===== src/rtl/cache_pkg.sv =====
// Shared types and width helpers for the set-associative data cache.
package cache_pkg;

    typedef enum logic [2:0] {
        IDLE      = 3'd0,
        LOOKUP    = 3'd1,
        WRITEBACK = 3'd2,
        REFILL    = 3'd3,
        ALLOCATE  = 3'd4
    } state_t;

    function automatic int tag_w(input int addr_w, input int set_bits);
        return addr_w - set_bits - 2;
    endfunction

    function automatic int way_w(input int ways);
        return (ways > 1) ? $clog2(ways) : 1;
    endfunction

endpackage


===== src/rtl/cache_lru.sv =====
// True-LRU age tracking: one age per way per set, age WAYS-1 marks the victim.
module cache_lru
    import cache_pkg::*;
#(
    parameter int SET_BITS = 4,
    parameter int WAYS     = 4,
    localparam int WAY_W   = way_w(WAYS)
) (
    input  logic                clk_i,
    input  logic                rst_i,
    input  logic                touch_en_i,
    input  logic [SET_BITS-1:0] set_i,
    input  logic [WAY_W-1:0]    way_i,
    output logic [WAY_W-1:0]    lru_way_o
);

    localparam int SETS = 1 << SET_BITS;

    logic [WAY_W-1:0] age_q [SETS][WAYS];
    logic [WAY_W-1:0] touch_age_s;

    assign touch_age_s = age_q[set_i][way_i];

    // Touched way becomes youngest; only ways younger than it age by one
    always_ff @(posedge clk_i) begin
        if (rst_i) begin
            for (int s = 0; s < SETS; s++) begin
                for (int w = 0; w < WAYS; w++) begin
                    age_q[s][w] <= WAY_W'(w);
                end
            end
        end else if (touch_en_i) begin
            for (int w = 0; w < WAYS; w++) begin
                if (WAY_W'(w) == way_i) begin
                    age_q[set_i][w] <= {WAY_W{1'b0}};
                end else if (age_q[set_i][w] < touch_age_s) begin
                    age_q[set_i][w] <= age_q[set_i][w] + WAY_W'(1);
                end
            end
        end
    end

    // Oldest way of the addressed set
    always_comb begin
        lru_way_o = {WAY_W{1'b0}};
        for (int w = 0; w < WAYS; w++) begin
            lru_way_o = (age_q[set_i][w] == WAY_W'(WAYS - 1)) ? WAY_W'(w) : lru_way_o;
        end
    end

endmodule


===== src/rtl/set_assoc_cache.sv =====
// N-way set-associative write-back, write-allocate data cache, one word per line.
module set_assoc_cache
    import cache_pkg::*;
#(
    parameter int ADDR_W   = 32,
    parameter int DATA_W   = 32,
    parameter int SET_BITS = 4,
    parameter int WAYS     = 4
) (
    input  logic              clk_i,
    input  logic              rst_i,
    input  logic              req_i,
    input  logic              we_i,
    input  logic [ADDR_W-1:0] addr_i,
    input  logic [DATA_W-1:0] wdata_i,
    output logic              req_ready_o,
    output logic              done_o,
    output logic              hit_o,
    output logic [DATA_W-1:0] rdata_o,
    output logic              mem_req_o,
    output logic              mem_we_o,
    output logic [ADDR_W-1:0] mem_addr_o,
    output logic [DATA_W-1:0] mem_wdata_o,
    input  logic [DATA_W-1:0] mem_rdata_i,
    input  logic              mem_ack_i
);

    localparam int TAG_W  = tag_w(ADDR_W, SET_BITS);
    localparam int WAY_W  = way_w(WAYS);
    localparam int SETS   = 1 << SET_BITS;
    localparam int LINE_W = ADDR_W - 2;

    state_t state_q, state_d;

    logic                we_q;
    logic [LINE_W-1:0]   line_q;
    logic [DATA_W-1:0]   wdata_q;
    logic [WAY_W-1:0]    victim_q;
    logic [WAYS-1:0]     valid_q [SETS];
    logic [WAYS-1:0]     dirty_q [SETS];
    logic [TAG_W-1:0]    tag_q   [SETS][WAYS];
    logic [DATA_W-1:0]   data_q  [SETS][WAYS];
    logic                done_q;
    logic                hit_q;
    logic [DATA_W-1:0]   rdata_q;
    logic [ADDR_W-1:0]   mem_addr_q;
    logic [DATA_W-1:0]   mem_wdata_q;

    logic [SET_BITS-1:0] set_s;
    logic [TAG_W-1:0]    tag_s;
    logic [WAYS-1:0]     hit_vec_s;
    logic                hit_s;
    logic [WAY_W-1:0]    hit_way_s;
    logic [WAY_W-1:0]    victim_s;
    logic                victim_dirty_s;
    logic [WAY_W-1:0]    lru_way_s;
    logic                touch_en_s;
    logic [WAY_W-1:0]    touch_way_s;

    assign set_s = line_q[SET_BITS-1:0];
    assign tag_s = line_q[LINE_W-1:SET_BITS];

    // Tag compare and victim choice: lowest invalid way beats the LRU way
    always_comb begin
        hit_vec_s = {WAYS{1'b0}};
        hit_way_s = {WAY_W{1'b0}};
        victim_s  = lru_way_s;
        for (int w = WAYS - 1; w >= 0; w--) begin
            hit_vec_s[w] = valid_q[set_s][w] && (tag_q[set_s][w] == tag_s);
            hit_way_s    = hit_vec_s[w] ? WAY_W'(w) : hit_way_s;
            victim_s     = !valid_q[set_s][w] ? WAY_W'(w) : victim_s;
        end
        hit_s          = |hit_vec_s;
        victim_dirty_s = valid_q[set_s][victim_s] && dirty_q[set_s][victim_s];
    end

    assign touch_en_s  = ((state_q == LOOKUP) && hit_s) ||
                         ((state_q == REFILL) && mem_ack_i) ||
                         (state_q == ALLOCATE);
    assign touch_way_s = (state_q == LOOKUP) ? hit_way_s : victim_q;

    cache_lru #(
        .SET_BITS (SET_BITS),
        .WAYS     (WAYS)
    ) u_lru (
        .clk_i      (clk_i),
        .rst_i      (rst_i),
        .touch_en_i (touch_en_s),
        .set_i      (set_s),
        .way_i      (touch_way_s),
        .lru_way_o  (lru_way_s)
    );

    // State register
    always_ff @(posedge clk_i) begin
        if (rst_i) begin
            state_q <= IDLE;
        end else begin
            state_q <= state_d;
        end
    end

    // Next-state logic
    always_comb begin
        state_d = state_q;
        case (state_q)
            IDLE: begin
                state_d = req_i ? LOOKUP : IDLE;
            end
            LOOKUP: begin
                if (hit_s) begin
                    state_d = IDLE;
                end else if (victim_dirty_s) begin
                    state_d = WRITEBACK;
                end else begin
                    state_d = we_q ? ALLOCATE : REFILL;
                end
            end
            WRITEBACK: begin
                if (mem_ack_i) begin
                    state_d = we_q ? ALLOCATE : REFILL;
                end else begin
                    state_d = WRITEBACK;
                end
            end
            REFILL: begin
                state_d = mem_ack_i ? IDLE : REFILL;
            end
            ALLOCATE: begin
                state_d = IDLE;
            end
            default: begin
                state_d = IDLE;
            end
        endcase
    end

    // Output decode
    always_comb begin
        req_ready_o = (state_q == IDLE);
        mem_req_o   = (state_q == WRITEBACK) || (state_q == REFILL);
        mem_we_o    = (state_q == WRITEBACK);
        done_o      = done_q;
        hit_o       = hit_q;
        rdata_o     = rdata_q;
        mem_addr_o  = mem_addr_q;
        mem_wdata_o = mem_wdata_q;
    end

    // Request latch, line status bits and registered outputs
    always_ff @(posedge clk_i) begin
        if (rst_i) begin
            we_q        <= 1'b0;
            line_q      <= {LINE_W{1'b0}};
            wdata_q     <= {DATA_W{1'b0}};
            victim_q    <= {WAY_W{1'b0}};
            done_q      <= 1'b0;
            hit_q       <= 1'b0;
            rdata_q     <= {DATA_W{1'b0}};
            mem_addr_q  <= {ADDR_W{1'b0}};
            mem_wdata_q <= {DATA_W{1'b0}};
            for (int s = 0; s < SETS; s++) begin
                valid_q[s] <= {WAYS{1'b0}};
                dirty_q[s] <= {WAYS{1'b0}};
            end
        end else begin
            done_q <= 1'b0;
            hit_q  <= 1'b0;
            case (state_q)
                IDLE: begin
                    if (req_i) begin
                        we_q    <= we_i;
                        line_q  <= addr_i[ADDR_W-1:2];
                        wdata_q <= wdata_i;
                    end
                end
                LOOKUP: begin
                    if (hit_s) begin
                        if (we_q) begin
                            dirty_q[set_s][hit_way_s] <= 1'b1;
                        end else begin
                            rdata_q <= data_q[set_s][hit_way_s];
                        end
                        done_q <= 1'b1;
                        hit_q  <= 1'b1;
                    end else begin
                        victim_q <= victim_s;
                        if (victim_dirty_s) begin
                            mem_addr_q  <= {tag_q[set_s][victim_s], set_s, 2'b00};
                            mem_wdata_q <= data_q[set_s][victim_s];
                        end else begin
                            mem_addr_q <= {line_q, 2'b00};
                        end
                    end
                end
                WRITEBACK: begin
                    if (mem_ack_i) begin
                        dirty_q[set_s][victim_q] <= 1'b0;
                        mem_addr_q               <= {line_q, 2'b00};
                    end
                end
                REFILL: begin
                    if (mem_ack_i) begin
                        valid_q[set_s][victim_q] <= 1'b1;
                        dirty_q[set_s][victim_q] <= 1'b0;
                        rdata_q                  <= mem_rdata_i;
                        done_q                   <= 1'b1;
                    end
                end
                ALLOCATE: begin
                    valid_q[set_s][victim_q] <= 1'b1;
                    dirty_q[set_s][victim_q] <= 1'b1;
                    done_q                   <= 1'b1;
                end
                default: begin
                end
            endcase
        end
    end

    // Tag and data arrays carry no reset; valid bits qualify them
    always_ff @(posedge clk_i) begin
        if (!rst_i) begin
            case (state_q)
                LOOKUP: begin
                    if (hit_s && we_q) begin
                        data_q[set_s][hit_way_s] <= wdata_q;
                    end
                end
                REFILL: begin
                    if (mem_ack_i) begin
                        tag_q[set_s][victim_q]  <= tag_s;
                        data_q[set_s][victim_q] <= mem_rdata_i;
                    end
                end
                ALLOCATE: begin
                    tag_q[set_s][victim_q]  <= tag_s;
                    data_q[set_s][victim_q] <= wdata_q;
                end
                default: begin
                end
            endcase
        end
    end

endmodule

===== config.mk =====
export PLATFORM = sky130hd
export DESIGN_NAME = set_assoc_cache
export DESIGN_NICKNAME = d
export VERILOG_FILES = /design/src/rtl/cache_pkg.sv /design/src/rtl/cache_lru.sv /design/src/rtl/set_assoc_cache.sv
export SDC_FILE = /design/constraint.sdc
export NUM_CORES = 2
export LEC_CHECK = 0
export CORE_MARGIN = 3
export CORE_UTILIZATION = 49
export CTS_BUF_LIST = sky130_fd_sc_hd__clkbuf_16
export CTS_CLUSTER_DIAMETER = 40
export DETAILED_ROUTE_END_ITERATION = 7
export PLACE_DENSITY = 0.67
export SLEW_MARGIN = 20
export SYNTH_ARGS = -nofsm -noshare
export SYNTH_HDL_FRONTEND = slang
export SYNTH_SLANG_ARGS = --single-unit

===== constraint.sdc =====
create_clock -name clk_i -period 5.7 [get_ports clk_i]
set_input_delay 0.57 -clock clk_i [delete_from_list [all_inputs] [get_ports clk_i]]
set_output_delay 0.57 -clock clk_i [all_outputs]
set_load 0.01 [all_outputs]

==> qor.csv <==
stage,metric,value,unit
placement,Final Wtd Congestion,0.989,
global_route,initial antenna violation count,28,
clock_tree,maximum root-to-sink buffer count,4,
clock_tree,clk root buf,clkbuf_16,
power_and_ir_drop,Logic pwr share,13.5,%
synth,"Distinct cells, synth",113,
critical_path,Critical Path Sink Type,flop,
global_route,global-route wire length before repair,717000,um
global_route,Total GRT Usage,29.0,%
sta,Final Skew,0.0651,ns
floorplan,# IOs,202,
placement,HPWL after detailed placement,325000,um
synth,cell with the most instances after synthesis,edfxtp_1,
power_and_ir_drop,clock share of power,40.9,%
run_status,status,"finished, final reports clean",
power_and_ir_drop,Switching Share,25.8,%
sta,Tcrit/Tclk final,97.4,%
detailed_routing,Remaining DRCs,0,
sta,Final Setup Violations,0,
worst_hold_path,Hold Crit Class,primary input to flop,
synth,Simple-Gate Fraction of Synth Area,3.58,%
detailed_routing,wire length per cell,35.2,um
layout,fin area,0.198,mm2
sta,top achievable clock speed,0.180,GHz
detailed_routing,First DRT Iteration DRCs,13300,
synth,Post-synth top flop,edfxtp_1,
critical_path,Critical Path AT,6.42,ns
sta,final-report hold violation count,0,
synth,largest family of logic cells by synthesized area,multiplexers,
placement,DP Area,0.182,mm2
synth,Post-synth EDFFs,3904,
synth,most frequent cells after synthesis,"edfxtp_1 (3904), mux4_2 (1059), nand2_1 (486)",
floorplan,die width,592,um
power_and_ir_drop,LEAKAGE,63.7,nW
job,Max-Cap Viols,0,
synth,Ys Warns,0,
power_and_ir_drop,PD cells,382,mW/mm2
power_and_ir_drop,Final Total Pwr,75.7,mW
synth,top post-synthesis cells by area,"edfxtp_1 (70%), mux4_2 (14%), dfxtp_1 (2.8%), mux2i_1 (1.9%), mux2_2 (1.5%)",
synth,Post-Synth Adder-Cell Area,0.0290,%
detailed_routing,drt pass-1 iters,8,
synth,xor/xnor share of the synthesized area,0.484,%
synth,Post-Syn Instances,8766,
floorplan,row count,214,
clock_tree,TritonCTS buffer count,476,
floorplan,Die Y,592,um
critical_path,WS Path Type,flop to flop,
synth,Synth Cell Area,0.168,mm2
synth,ys async rst share,0,%
power_and_ir_drop,switching power,19.5,mW
layout,share of cells above drive strength 1,30.6,%
synth,Synth Area in Compound Gates,3.85,%
sta,Final Critical Period,5.55,ns
synth,largest area contributor in the netlist,edfxtp_1,
layout,Layout Nets,9661,
placement,port bufs,197,
power_and_ir_drop,internal power,56.2,mW
layout,area grow syn2layout,17.9,%
clock_tree,clk slew on worst S/H paths,0.06,ns
synth,sequential fraction of the synthesis area,72.4,%
clock_tree,H-tree depth,5,
detailed_routing,DR vias/cell,6.50,
placement,Post-Place Setup Slack,-0.349,ns
critical_path,CP startpoint kind,flop,
detailed_routing,Routed WL,511000,um
global_route,largest net degree at the start of global routing,163,
power_and_ir_drop,Peak VDD IR,0.345,mV
clock_tree,Clock Latency Late Sink,1.00,ns
critical_path,Worst Path Required,6.57,ns
sta,Max Slew Vio Count,0,
synth,Seq cells post-synth,4136,
critical_path,Worst Path Max Fanout,13,
power_and_ir_drop,sequential power share,45.6,%
floorplan,Initial Utilization,49.4,%
synth,Syn Area/Cell,19.2,um2
synth,top cell type's share of synthesized area,69.7,%
layout,Layout Cells excl Fill,14500,
synth,mux cell area share after synthesis,17.6,%
detailed_routing,routed via count,94400,
detailed_routing,post-route ant nets,0,
sta,slew margin rel.,20.5,%
floorplan,Core Footprint,0.341,mm2
global_route,total grt overflow,0,
clock_tree,clk sinks,4136,
floorplan,Die ar.,0.350,mm2
clock_tree,CTS tree,built,
global_route,vias in the first global route,94000,
sta,Worst Tran Pin Value,1.19,ns
clock_tree,hold buffers post-CTS,0,
placement,Placed Cells,13600,
sta,final worst slack,0.146,ns
-- power by group through the flow --
stage	clock, mW	sequential, mW	combinational (mW)
floorplan	0	35.1	5.73
global placement	0	35.2	9.84
detailed placement	0	35.2	10.0
CTS	31.2	34.5	10.1
global route	32.4	34.5	10.6
finish	30.9	34.5	10.3
-- sequential cells by signal, indices dropped and copies added, names as in the netlist, named ones only --
signal / cells
data_q: 2048
dirty_q: 64
done_o: 1
hit_o: 1
line_q: 30
mem_addr_o: 30
mem_wdata_o: 32
rdata_o: 32
state_q: 3
tag_q: 1664
u_lru.age_q: 128
valid_q: 64
victim_q: 2
wdata_q: 32
we_q: 1
-- cell usage in the layout, fill, tap and decap left out, types with 88 or more instances in the layout --
cell,Yosys,layout
a211oi_1,88,88
mux4_2,1059,1059
clkbuf_16,0,482
inv_1,82,144
buf_12,0,198
buf_4,56,514
nand2_1,486,471
a21o_1,105,104
nor2_4,2,133
clkdlybuf4s50_1,0,196
nor2_1,472,341
mux2i_1,314,312
mux2_2,228,228
a21oi_1,150,147
edfxtp_1,3904,3904
dfxtp_1,232,202
o22ai_1,101,101
-- metrics by stage --
stage / hold WS (ns) / setup TNS (ns) / utilization (%)
2_1_floorplan: 0.449 / 0 / -
3_3_place_gp: 0.448 / -137.46 / 53.3
3_5_place_dp: 0.446 / -187.32 / 53.4
4_1_cts: 0.0518 / 0 / 58.1
5_1_grt: 0.105 / -0.00481 / 58.2
6_report: 0.0980 / 0 / 58.2
-- final timing paths --
check / start / endpoint / slack (ns) / depth (start not counted)
max: flop / mem_addr_o[20] / 0.15 / 20
min reg2reg: rdata_o[21] / rdata_o[21] / 0.46 / 2
min: rst_i / line_q[4] / 0.1 / 2
max reg2reg: flop / mem_addr_o[20] / 0.15 / 20
-- routing by layer --
| metal | vias to the layer above | routed length (um) | share of wire (%) | global-route usage, % |
|---|---|---|---|---|
| li1 | 37500 | - | - | - |
| met1 | 49300 | 184000 | 36 | 38.6 |
| met2 | 6328 | 237000 | 46 | 44.8 |
| met3 | 1207 | 58900 | 12 | 7.18 |
| met4 | 12 | 31000 | 6.1 | 14.8 |
| met5 | - | 134 | 0.026 | 0.311 |
-- cells by family after synthesis --
logic type,Yosys count
flops,4136
mux,1604
simple gates,1318
compound gates,915
buf+inv,695
xor+xnor,93
fa+ha+maj,4
other cells,1
-- critical path: stages, from the launching register on --
cell and delay (ns):
dfxtp_4 0.46, buf_12 0.21, buf_12 0.17, buf_4 0.24, mux4_2 0.54, mux4_2 0.54
ha_1 0.24, inv_1 0.05, a21oi_1 0.12, buf_4 0.18, nor2b_1 0.16, o21ai_4 0.28
nand2_4 0.22, buf_12 0.20, o211ai_1 0.20, a21oi_1 0.13, buf_4 0.21, a311oi_1 0.59
a21oi_1 0.18, buf_4 0.19, a211oi_1 0.28
-- final cells by class --
class	instances	area, um2
Antenna cell	18	45.0
Clock buffer	482	12100
Clock inverter	409	4130
Fill cell	24600	142000
Inverter	86	339
Multi-Input combinational cell	3936	44200
Sequential cell	4136	122000
Tap cell	4536	5680
Timing Repair Buffer	921	10000
-- what timing repair did --
| item | CTS | global route |
|---|---|---|
| pin swaps | 2 | 0 |
| setup endpoints to repair | 1344 | 352 |
| endpoints found under the hold margin | 0 | 0 |
| buffers inserted | 8 | 4 |
| resized for setup | 1 | 13 |
Power figures use the tool's default switching activity.
